[src/rtl/updown_cmd_scheduler.sv]
// updown_cmd_scheduler: turns debounced up/down presses into a buffered stream of count commands
// Ports:
//   i_Clk, i_Rst_L        clock, asynchronous active-low reset
//   i_Up_Sw, i_Dn_Sw      debounced buttons, 0 = pressed
//   o_Cmd_Valid/o_Cmd_Dir command handshake towards the counter (dir 1 = up), i_Cmd_Ready accepts
//   o_Overflow, i_Clr_Ovf sticky dropped-command flag and its synchronous clear
//   o_Rpt_Active          hold-to-repeat engine is repeating
// Build option: define UPDOWN_SCHED_REPEAT_EN to enable the hold-to-repeat engine.
module updown_cmd_scheduler #(
  parameter int FIFO_DEPTH   = 4,
  parameter int REPEAT_DELAY = 12500000,
  parameter int REPEAT_RATE  = 2500000
) (
  input  logic i_Clk,
  input  logic i_Rst_L,
  input  logic i_Up_Sw,
  input  logic i_Dn_Sw,
  output logic o_Cmd_Valid,
  output logic o_Cmd_Dir,
  input  logic i_Cmd_Ready,
  output logic o_Overflow,
  input  logic i_Clr_Ovf,
  output logic o_Rpt_Active
);
  localparam int AW = $clog2(FIFO_DEPTH);
  if (FIFO_DEPTH < 2 || (FIFO_DEPTH & (FIFO_DEPTH - 1)) != 0 || REPEAT_DELAY < 1 || REPEAT_RATE < 1) begin : g_bad_cfg
    $error("updown_cmd_scheduler: invalid parameter set");
  end
  logic up_prev_q, up_prev_d, dn_prev_q, dn_prev_d;
  logic pend_up_q, pend_up_d, pend_dn_q, pend_dn_d;
  logic rr_up_q, rr_up_d, ovf_q, ovf_d;
  logic [FIFO_DEPTH-1:0] mem_q, mem_d;
  logic [AW:0] wr_q, wr_d, rd_q, rd_d, cnt;
  logic press_up, press_dn, tick_up, tick_dn, ev_up, ev_dn, req_up, req_dn;
  logic win_up, win_any, full, pop, push;
  assign press_up = up_prev_q & ~i_Up_Sw;
  assign press_dn = dn_prev_q & ~i_Dn_Sw;
  assign ev_up    = press_up | tick_up;
  assign ev_dn    = press_dn | tick_dn;
  assign req_up   = ev_up | pend_up_q;
  assign req_dn   = ev_dn | pend_dn_q;
  // up wins when alone or when the round-robin pointer names it
  assign win_up   = req_up & (~req_dn | rr_up_q);
  assign win_any  = req_up | req_dn;
  // pointer distance is the occupancy; the extra MSB distinguishes full from empty
  assign cnt         = wr_q - rd_q;
  assign full        = cnt == (AW+1)'(FIFO_DEPTH);
  assign o_Cmd_Valid = cnt != '0;
  assign o_Cmd_Dir   = o_Cmd_Valid & mem_q[rd_q[AW-1:0]];
  assign pop         = o_Cmd_Valid & i_Cmd_Ready;
  assign push        = win_any & (~full | pop);
  assign o_Overflow  = ovf_q;
  always_comb begin
    up_prev_d = i_Up_Sw;
    dn_prev_d = i_Dn_Sw;
    // a requester that loses arbitration is remembered; winners (granted or dropped) clear
    pend_up_d = req_up & ~win_up;
    pend_dn_d = req_dn & win_up;
    rr_up_d   = (req_up & req_dn) ? ~rr_up_q : rr_up_q;
    ovf_d     = (ev_up & pend_up_q) | (ev_dn & pend_dn_q) | (win_any & ~push) | (ovf_q & ~i_Clr_Ovf);
    mem_d     = mem_q;
    if (push) mem_d[wr_q[AW-1:0]] = win_up;
    wr_d      = wr_q + (AW+1)'(push);
    rd_d      = rd_q + (AW+1)'(pop);
  end
  always_ff @(posedge i_Clk or negedge i_Rst_L) begin
    if (!i_Rst_L) begin
      up_prev_q <= 1'b1;
      dn_prev_q <= 1'b1;
      pend_up_q <= 1'b0;
      pend_dn_q <= 1'b0;
      rr_up_q   <= 1'b1;
      ovf_q     <= 1'b0;
      mem_q     <= '0;
      wr_q      <= '0;
      rd_q      <= '0;
    end else begin
      up_prev_q <= up_prev_d;
      dn_prev_q <= dn_prev_d;
      pend_up_q <= pend_up_d;
      pend_dn_q <= pend_dn_d;
      rr_up_q   <= rr_up_d;
      ovf_q     <= ovf_d;
      mem_q     <= mem_d;
      wr_q      <= wr_d;
      rd_q      <= rd_d;
    end
  end
`ifdef UPDOWN_SCHED_REPEAT_EN
  typedef enum logic [1:0] {IDLE, DELAY, REPEAT} rpt_state_e;
  localparam int RMAX = REPEAT_DELAY > REPEAT_RATE ? REPEAT_DELAY : REPEAT_RATE;
  localparam int TW   = RMAX > 1 ? $clog2(RMAX) : 1;
  rpt_state_e state_q, state_d;
  logic owner_up_q, owner_up_d, own_rel, oth_prs;
  logic [TW-1:0] timer_q, timer_d;
  assign own_rel      = owner_up_q ? i_Up_Sw : i_Dn_Sw;
  assign oth_prs      = owner_up_q ? ~i_Dn_Sw : ~i_Up_Sw;
  assign o_Rpt_Active = state_q == REPEAT;
  always_comb begin
    state_d    = state_q;
    owner_up_d = owner_up_q;
    timer_d    = timer_q;
    tick_up    = 1'b0;
    tick_dn    = 1'b0;
    if (state_q == IDLE) begin
      if (press_up & i_Dn_Sw) begin
        state_d    = DELAY;
        owner_up_d = 1'b1;
        timer_d    = '0;
      end else if (press_dn & i_Up_Sw) begin
        state_d    = DELAY;
        owner_up_d = 1'b0;
        timer_d    = '0;
      end
    end else if (own_rel | oth_prs) begin
      state_d = IDLE;
      timer_d = '0;
    end else if (timer_q == (state_q == DELAY ? TW'(REPEAT_DELAY - 1) : TW'(REPEAT_RATE - 1))) begin
      tick_up = owner_up_q;
      tick_dn = ~owner_up_q;
      state_d = REPEAT;
      timer_d = '0;
    end else begin
      timer_d = timer_q + 1'b1;
    end
  end
  always_ff @(posedge i_Clk or negedge i_Rst_L) begin
    if (!i_Rst_L) begin
      state_q    <= IDLE;
      owner_up_q <= 1'b0;
      timer_q    <= '0;
    end else begin
      state_q    <= state_d;
      owner_up_q <= owner_up_d;
      timer_q    <= timer_d;
    end
  end
`else
  assign tick_up      = 1'b0;
  assign tick_dn      = 1'b0;
  assign o_Rpt_Active = 1'b0;
`endif
endmodule

[config.mk]
export PLATFORM = sky130hd
export DESIGN_NAME = updown_cmd_scheduler
export DESIGN_NICKNAME = d
export VERILOG_FILES = /design/src/rtl/updown_cmd_scheduler.sv
export SDC_FILE = /design/constraint.sdc
export NUM_CORES = 1
export LEC_CHECK = 0
export BUFFER_PORTS_ARGS = -buffer_cell sky130_fd_sc_hd__buf_4
export CORE_AREA = 2 2 41 43
export CTS_CLUSTER_DIAMETER = 40
export DETAILED_ROUTE_END_ITERATION = 6
export DIE_AREA = 0 0 43 45
export PLACE_DENSITY = 0.74
export SYNTH_ARGS = -nofsm -noshare
export SYNTH_HDL_FRONTEND = slang
export SYNTH_SLANG_ARGS = --single-unit
[constraint.sdc]
create_clock -name i_Clk -period 3.95 [get_ports i_Clk]
set_input_delay 0.395 -clock i_Clk [delete_from_list [all_inputs] [get_ports i_Clk]]
set_output_delay 0.395 -clock i_Clk [all_outputs]
set_load 0.05 [all_outputs]
After elaboration in Yosys (flattened, before gate mapping):

Index checks and enable logic that the tools add are counted.

* output and inout port bits: 4
* word-level logic and storage cells: 52
* input bits: 6
* flip-flop bits (word level): 16

* multiplexer cells: 5
* add/sub/neg operators: 3
* equal/unequal tests: 1
* reductions and logical operators: 2
* $lt $le $gt $ge: 3
* bitwise gates (word level): 29

Operator list (count)
* AND 1 bit: 13
* NOT 1 bit: 8
* OR 1 bit: 8
* adder 3 x 1 -> 3 bit: 2
* less-than comparator 2 x 3 -> 1 bit (second input constant): 2
* bitwise mux 4 bit: 1
* equality test 3 bit (second input constant): 1
* nonzero test 3 bit: 1
* subtractor 3 bit: 1
* binary-select mux 1 bit (select 2 bit): 1
* demux 1 bit (select 2 bit): 1
* >= comparator 2 x 1 -> 1 bit (second input constant): 1
* 2-to-1 mux 1 bit: 2
* logical AND 1 bit: 1

Depth between registers and ports, before layout:

Gate-level depths: netlist of run 1.

* word-level depth: 9
* depth in mapped cells: 9
* gate-level depth less buffers: 9

Worst setup path before layout of run 1:

Ideal clock, no wire load.

* kind: register -> output
* start point: register wr_q[0]
* end point: output o_Cmd_Dir
* data required time: 3.555 ns
* buffers on the path: 0
* cell stages (with the launch flop): 7
* setup slack: 1.720 ns
* data arrival time: 1.835 ns
* cells stage by stage: dfrtp_1 -> inv_1 -> ha_1 -> nor2b_1 -> xnor2_2 -> nor2_1 -> nor2b_1

* longest elaborated chain between the ends: 3

RTL lines
* from (decl): RTL line 33 `logic [AW:0] wr_q, wr_d, rd_q, rd_d, cnt;`
* from (signal assigned): RTL line 85 `wr_q <= wr_d;`
* subtractor 3 bit: RTL line 46 `assign cnt = wr_q - rd_q;`
* nonzero test 3 bit: RTL line 48 `assign o_Cmd_Valid = cnt != '0;`
* AND 1 bit: RTL line 49 `assign o_Cmd_Dir = o_Cmd_Valid & mem_q[rd_q[AW-1:0]];`
* to (decl): RTL line 19 `output logic o_Cmd_Dir,`

No other way between the ends.

Final worst setup path of run 1:

Ends and elaborated chain as after synthesis.

==> results of run 1 <==
-- registers in the layout, summed over array words and instances (netlist names) --
name,cells
wr_q,3
rd_q,3
pend_dn_q,1
up_prev_q,1
pend_up_q,1
dn_prev_q,1
rr_up_q,1
mem_q,4
o_Overflow,1
-- metrics by stage --
stage | power, W | instances | hold WS (ns)
2_1_floorplan | 0.000594 | 76 | 0.0994
3_5_place_dp | 0.000691 | 98 | 0.263
4_1_cts | 0.000801 | 103 | 0.215
3_3_place_gp | 0.000677 | 98 | 0.261
6_report | 0.000794 | 103 | 0.219
5_1_grt | 0.000859 | 103 | 0.207
-- logic make-up (layout without fill, tap and decap cells) --
group | Yosys count | after routing | synth area share (%)
buffers and inverters | 11 | 22 | 5.49
adders and majority gates | 6 | 6 | 9.15
and+or+nand+nor | 20 | 20 | 12.7
AOI/OAI and AO/OA | 17 | 17 | 14.2
other | 1 | 1 | 0.457
DFF | 16 | 16 | 49.2
xor gates and xnor gates | 4 | 4 | 6.10
muxes | 1 | 1 | 2.74
-- repair_timing --
action,in CTS,in global routing
hold buffers,1,0
setup buffers,0,0
hold endpoints to repair,13,0
-- cell type report --
class,count,area (µm²)
fill,124,536
sequential,16,404
multi-input combinational,49,372
timing repair buffer,9,70.1
clock buffer,4,36.3
inverter,9,33.8
tap,16,20.0
-- routing by layer --
layer	GRT usage [%]	routed length [µm]	share of wire, %	vias up
met1	21.3	624	48	245
met5	0	0	0	-
met4	3.64	11	0.85	0
li1	-	-	-	288
met2	25.2	576	45	15
met3	6.00	74	5.7	2
-- power by group --
| part | switching [W] | internal [W] | total, W |
|---|---|---|---|
| clock network | 0.0000486 | 0.0000561 | 0.000105 |
| logic | 0.000240 | 0.000163 | 0.000403 |
| registers | 0.0000549 | 0.000231 | 0.000286 |
-- synthesized netlist by cell type (all sizes together) --
master | count | area [µm²]
o21ai | 2 | 10.0
dfrtp | 13 | 325
dfstp | 3 | 78.8
o22ai | 4 | 25.0
buf | 1 | 7.51
nor3 | 3 | 15.0
a221o | 1 | 11.3
ha | 6 | 75.1
a21oi | 5 | 25.0
or2 | 1 | 6.26
conb | 1 | 3.75
nor2b | 7 | 43.8
nand2b | 1 | 6.26
and2 | 1 | 6.26
inv | 9 | 33.8
a222oi | 1 | 10.0
nand2 | 2 | 7.51
mux4 | 1 | 22.5
xor2 | 2 | 17.5
xnor2 | 2 | 32.5
nor2 | 5 | 18.8
o41ai | 4 | 35.0
clkbuf | 1 | 3.75
-- final timing paths --
| path | startpoint | to | slack, ns |
|---|---|---|---|
| setup / recovery | wr_q[0] | o_Cmd_Dir | 1.69 |
| hold / removal | i_Up_Sw | up_prev_q | 0.22 |
| setup reg to reg | wr_q[0] | rd_q[2] | 1.99 |
| hold reg to reg | rr_up_q | rr_up_q | 0.50 |
| max in group asynchronous | i_Rst_L | rr_up_q | 3.21 |
| min in group asynchronous | i_Rst_L | rd_q[1] | 0.49 |
-- worst reg2reg max path, cell delays in order, from the launching register on --
cell,delay [ns]
dfrtp_1,0.42
inv_1,0.06
ha_1,0.18
nor2b_1,0.15
xnor2_2,0.19
nor2_1,0.24
nor2b_1,0.08
ha_1,0.19
ha_1,0.19
xor2_1,0.14
==> results.md, run 1 <==
* Vias at 550
* Largest fanout on the critical path at 8
* RSZ-0062 raised after global routing: false
* GR Overflow Total at 0
* Tcrit/Tclk final at 57.2%
* Crit path kind: flip-flop to primary output
* WHS Path Cells at 1
* Syn Area/Cell at about 11 µm²
* Netlist cell types at 23
* Worst-skew pair later-pin latency at 0.28 ns
* DIE WIDTH at 43 µm
* Commonest non-fill, non-tap cell in the layout: dfrtp_1
* Die H at around 45 µm
* Critical Path AT at ~1.9 ns
* ANT nets after route at 0
* Fmax at ~440 MHz
* Levels on crit path at 7
* Dpl hpwl at just under 1000 µm
* Clock sink total at 16
* Critical path startpoint category: flip-flop
* First-pass GRT wire length at about 2200 µm
* Most frequent cells in the layout: dfrtp_1 (13), inv_1 (9), buf_4 (8), nor2b_1 (7), ha_1 (6)
* Most Frequent Cell on Critical Path: nor2b_1
* Vias per cell at between 5 and 6
* Share of cells above drive strength 1 at 23.0%
* Post-DP Area at between 800 and 900 µm²
* Max-cap violations at 0
* GRT Total Usage at ~16%
* Cell Chain, Critical Path: inv_1 > ha_1 > nor2b_1 > xnor2_2 > nor2_1 > nor2b_1 > buf_4
* Largest net degree at the start of global routing at 17
* Drt pass-1 iters at 4
* CTS root buf: clkbuf_4
* Area grow syn2layout at 14.0%
* Seq/Total Area, Yosys at roughly 50%
* Post-Route WL at 1290 µm
* Netlist Area Pre-Place at approximately 820 µm²
* Final Util at 63.6%
* Max stage delay on crit path at 0.42 ns
* Post-cts resize count at 0
* Ant diodes at 0
* Dpl ws at approximately 2 ns
* H-tree depth at 1
* WL/cell at approximately 12 µm
* Reg clk slew, reported paths at around 0.090 ns
* Setup_tns at 0 ns
* CP top delay family: simple AND/OR/NAND/NOR gates
* DRC viols at 0
* Fin area at ~940 µm²
* Port Buffer Count at 8
* Final setup viols at 0
* Mapped Cells at 76
* Clock Skew at approximately 0.002 ns
* VDD IR max at about 0.37 mV
* Number of global-route vias before repair at approximately 550
* Crit. End Element: primary output
* Io pins at 10
* Seq cells post-synth at 16
* LEAKAGE at between 0.4 and 0.5 nW
* R2R cell count at 9
* Final Max Tran Viols at 0
* Die area at 1940 µm²
* Power Dens Cells at approximately 850 nW/µm²
* Post-layout minimum cycle time at 2.26 ns
* RePlAce Congestion at roughly 0.74
* Final #Nets at 100
* Core area at around 1500 µm²
* Initial core utilization at between 50% and 60%
* Critical path buffer and inverter count at 2
* Status: finished, final reports clean
* Max clock buf depth at 2
* Worst hold path class: primary input to flip-flop
* Antenna violations before repair at 0
* Worst Path Required at between 3 and 4 ns
* Yosys warns at 0
* CP max-delay cell: dfrtp_1
* CTS tree: yes
* Setup WS post-layout at ~1.7 ns
* Total CTS buffers at 3
* Endpoints failing hold at 0
* Synthesized net count at 88
* Cell row count at 14
* Initial DRC count at 9
No activity file was read; power rests on OpenSTA's default activity.
==> inputs of run 2 (changes only) <==
Settings changed: ABC_AREA from default to 1, CORE_AREA 2 2 41 43 to 2 2 40 50, DIE_AREA 0 0 43 45 to 0 0 42 52, PLACE_DENSITY 0.74 to 0.69.
Clock period 3.95 ns to 2.26 ns, I/O delays scaled along.
==> results.md, run 2 <==
* Io pins at 10 (unchanged)
* Biggest regs: mem_q (4), rd_q (3), wr_q (3)
* LEAKAGE at 0.545 nW (+23%)
* Largest net degree at the start of global routing at 17 (unchanged)
* Fraction of the mapped netlist area in simple logic gates at 28.9% (+16 points)
* Synthesized net count at 113 (+28%)
* Seq cells post-synth at 16 (unchanged)
* RePlAce Congestion at 0.748 (+0.88%)
* WHS Path Cells at 1 (unchanged)
* Compound-Gate Fraction of Synth Area at 6.16% (-8.0 points)
* Initial core utilization at 51.9% (-3.9 points)
* CTS root buf: clkbuf_4
* Crit. End Element: primary output
* WL/cell at 10.7 µm (-15%)
* Cell Chain, Critical Path: ha_1 > a21oi_1 > nand2_2 > nand2_1 > nand3_2 > nand2_1 > inv_1 > buf_4
* R2r setup slk at 0.30 ns (-1.69 ns)
* Seq/Total Area, Yosys at 45.2% (-4.0 points)
* Status: finished, final reports clean
* Vias at 662 (+20%)
* Area grow syn2layout at 13.7%
* GRT Total Usage at 16.7% (+0.79 points)
* Post-DP Area at 970 µm² (+9.0%)
* Largest fanout on the critical path at 6 (-2)
* Hold endpoint: dn_prev_q
* Most Frequent Cell on Critical Path: nand2_1
* Crit. Startpoint: wr_q[1]
* Clock sink total at 16 (unchanged)
* Number of flops mapped to enable cells by yosys at 0 (unchanged)
* Final Util at 59.0% (-4.6 points)
* RSZ-0062 raised after global routing: false
* First-pass GRT wire length at 2630 µm (+17%)
* Biggest register: mem_q
* Critical Path AT at 1.83 ns (-0.03 ns)
* ANT nets after route at 0 (unchanged)
* Largest register FFs at 4 (unchanged)
* CP top delay family: flip-flops
* Ant diodes at 0 (unchanged)
* Synth area leaders: dfrtp_1 (36%), nand2_1 (9.2%), dfstp_2 (8.8%)
* Dpl hpwl at 1130 µm (+15%)
* CP max-delay cell: dfrtp_1
* Worst r2r dst: rd_q[2]
* Synth Area in Adders at 8.40% (-0.74 points)
* Number of global-route vias before repair at 652 (+18%)
* Post-Route WL at 1410 µm (+9.2%)
* VDD IR max at 0.776 mV (+110%)
* Syn Area/Cell at 8.85 µm² (-18%)
* Drt pass-1 iters at 3 (-1)
* Worst Path Required at 2.03 ns (-1.53 ns)
* Max clock buf depth at 2 (unchanged)
* Yosys warns at 0 (unchanged)
* Worst-skew pair later-pin latency at 0.30 ns (+0.02 ns)
* Die H at 52 µm (+16%)
* Clock Skew at 0.00280 ns (+0.000757 ns)
* Synth top area share at 36.4% (-3.2 points)
* Netlist Area Pre-Place at 893 µm² (+8.8%)
* Tcrit/Tclk final at between 90% and 100%
* Most frequent cells after synthesis: nand2_1 (22), inv_1 (15), dfrtp_1 (13), nor2_1 (7), ha_1 (6)
* DRC viols at 0 (unchanged)
* Setup_tns at 0 ns (unchanged)
* Critical path startpoint category: flip-flop
* Total CTS buffers at 3 (unchanged)
* Worst hold path class: primary input to flip-flop
* CTS tree: yes
* Synth Area in XOR/XNOR at 2.94% (-3.2 points)
* DIE WIDTH at 42 µm (-2.3%)
* Final Max Tran Viols at 0 (unchanged)
* Mux share of post-synthesis cell area at 0% (-2.7 points)
* H-tree depth at 1 (unchanged)
* Power Dens Cells at 1480 nW/µm² (+75%)
* Antenna violations before repair at 0 (unchanged)
* Netlist cell types at 25 (+8.7%)
* Core area at 1720 µm² (+17%)
* Hold path start: i_Dn_Sw
* Cell row count at 17 (+3)
* Share of cells above drive strength 1 at 24.8% (+1.8 points)
* Die area at 2180 µm² (+13%)
* Mapped Cells at 101 (+33%)
* Synth area leader: dfrtp_1
* Reg clk slew, reported paths at 0.09 ns (about the same)
* Critical path buffer and inverter count at 2 (unchanged)
* R2R cell count at 10 (+1)
* Fillers at 159 (+28%)
* Largest family of logic cells by synthesized area: simple AND/OR/NAND/NOR gates
* Final setup viols at 0 (unchanged)
* Post-layout minimum cycle time at 2.06 ns
* Endpoints failing hold at 0 (unchanged)
* Most frequent cell after synthesis: nand2_1
* Vias per cell at 5.02 (-6.1%)
* Port Buffer Count at 8 (unchanged)
* Fmax at between 400 and 500 MHz
* GR Overflow Total at 0 (unchanged)
* Commonest non-fill, non-tap cell in the layout: nand2_1
* Most frequent cells in the layout: nand2_1 (22), inv_1 (15), dfrtp_1 (13), buf_4 (8), nor2_1 (7)
* Launch point of the worst reg-to-reg path: wr_q[1]
* Initial DRC count at 4 (-5)
* Final #Nets at 126 (+26%)
* Asr flop ratio synth at 100% (unchanged)
* Max-cap violations at 0 (unchanged)
* Max stage delay on crit path at 0.45 ns (+0.03 ns)
* Fin area at 1020 µm² (+8.6%)
* Crit path kind: flip-flop to primary output
* Main synth FF type: dfrtp_1
## run 2: area by class of cell
class	count	area [µm²]	share of cell area, %
multi-input cells	67	418	41.1
inverters	17	63.8	6.28
well taps	19	23.8	2.34
clock buffers	4	36.3	3.57
repair buffers	9	70.1	6.90
flip-flops and latches	16	404	39.8
## run 2: how the worst max path moves through the flow
stage / depth (start not counted) / endpoint
floorplan: 10 / rd_q[2]
global placement: 10 / rd_q[2]
detailed placement: 10 / rd_q[2]
CTS: 8 / o_Cmd_Dir
global route: 8 / o_Cmd_Dir
finish: 8 / o_Cmd_Dir
## run 2: metal layers
| layer | up-vias | GRT usage, % | wire (µm) |
|---|---|---|---|
| met5 | - | 0 | 0 |
| met2 | 10 | 30.5 | 727 |
| met4 | 0 | 11.3 | 53 |
| li1 | 342 | - | - |
| met1 | 305 | 17.3 | 575 |
| met3 | 5 | 3.13 | 50 |
## run 2: power by group
part | internal (W) | switching (W)
logic | 0.000286 | 0.000530
registers | 0.000404 | 0.0000955
clock network | 0.0000984 | 0.0000944
## run 2: per-stage QoR
stage / hold WS [ns] / setup WS, ns / power, W / cells
floorplan: -0.0696 / 0.131 / 0.00114 / 101
global placement: 0.0964 / 0.356 / 0.00132 / 127
detailed placement: 0.0956 / 0.291 / 0.00134 / 127
CTS: 0.0326 / 0.177 / 0.00153 / 132
global route: 0.0323 / 0.0604 / 0.00166 / 132
finish: 0.0354 / 0.200 / 0.00151 / 132
## run 2: logic make-up (layout without fill, tap and decap cells)
family                   Yosys count  count (layout)
adder cells (fa/ha/maj)            6               6
buffers and inverters             18              30
other                              1               1
AO/OA/AOI/OAI                      9               9
flip-flops                        16              16
XOR/XNOR                           3               3
AND/OR/NAND/NOR                   48              48
## run 2: repair_timing
item	4_1_cts	5_1_grt
resized for setup	0	0
hold endpoints to repair	13	0
hold buffers	1	0
setup buffers	0	0
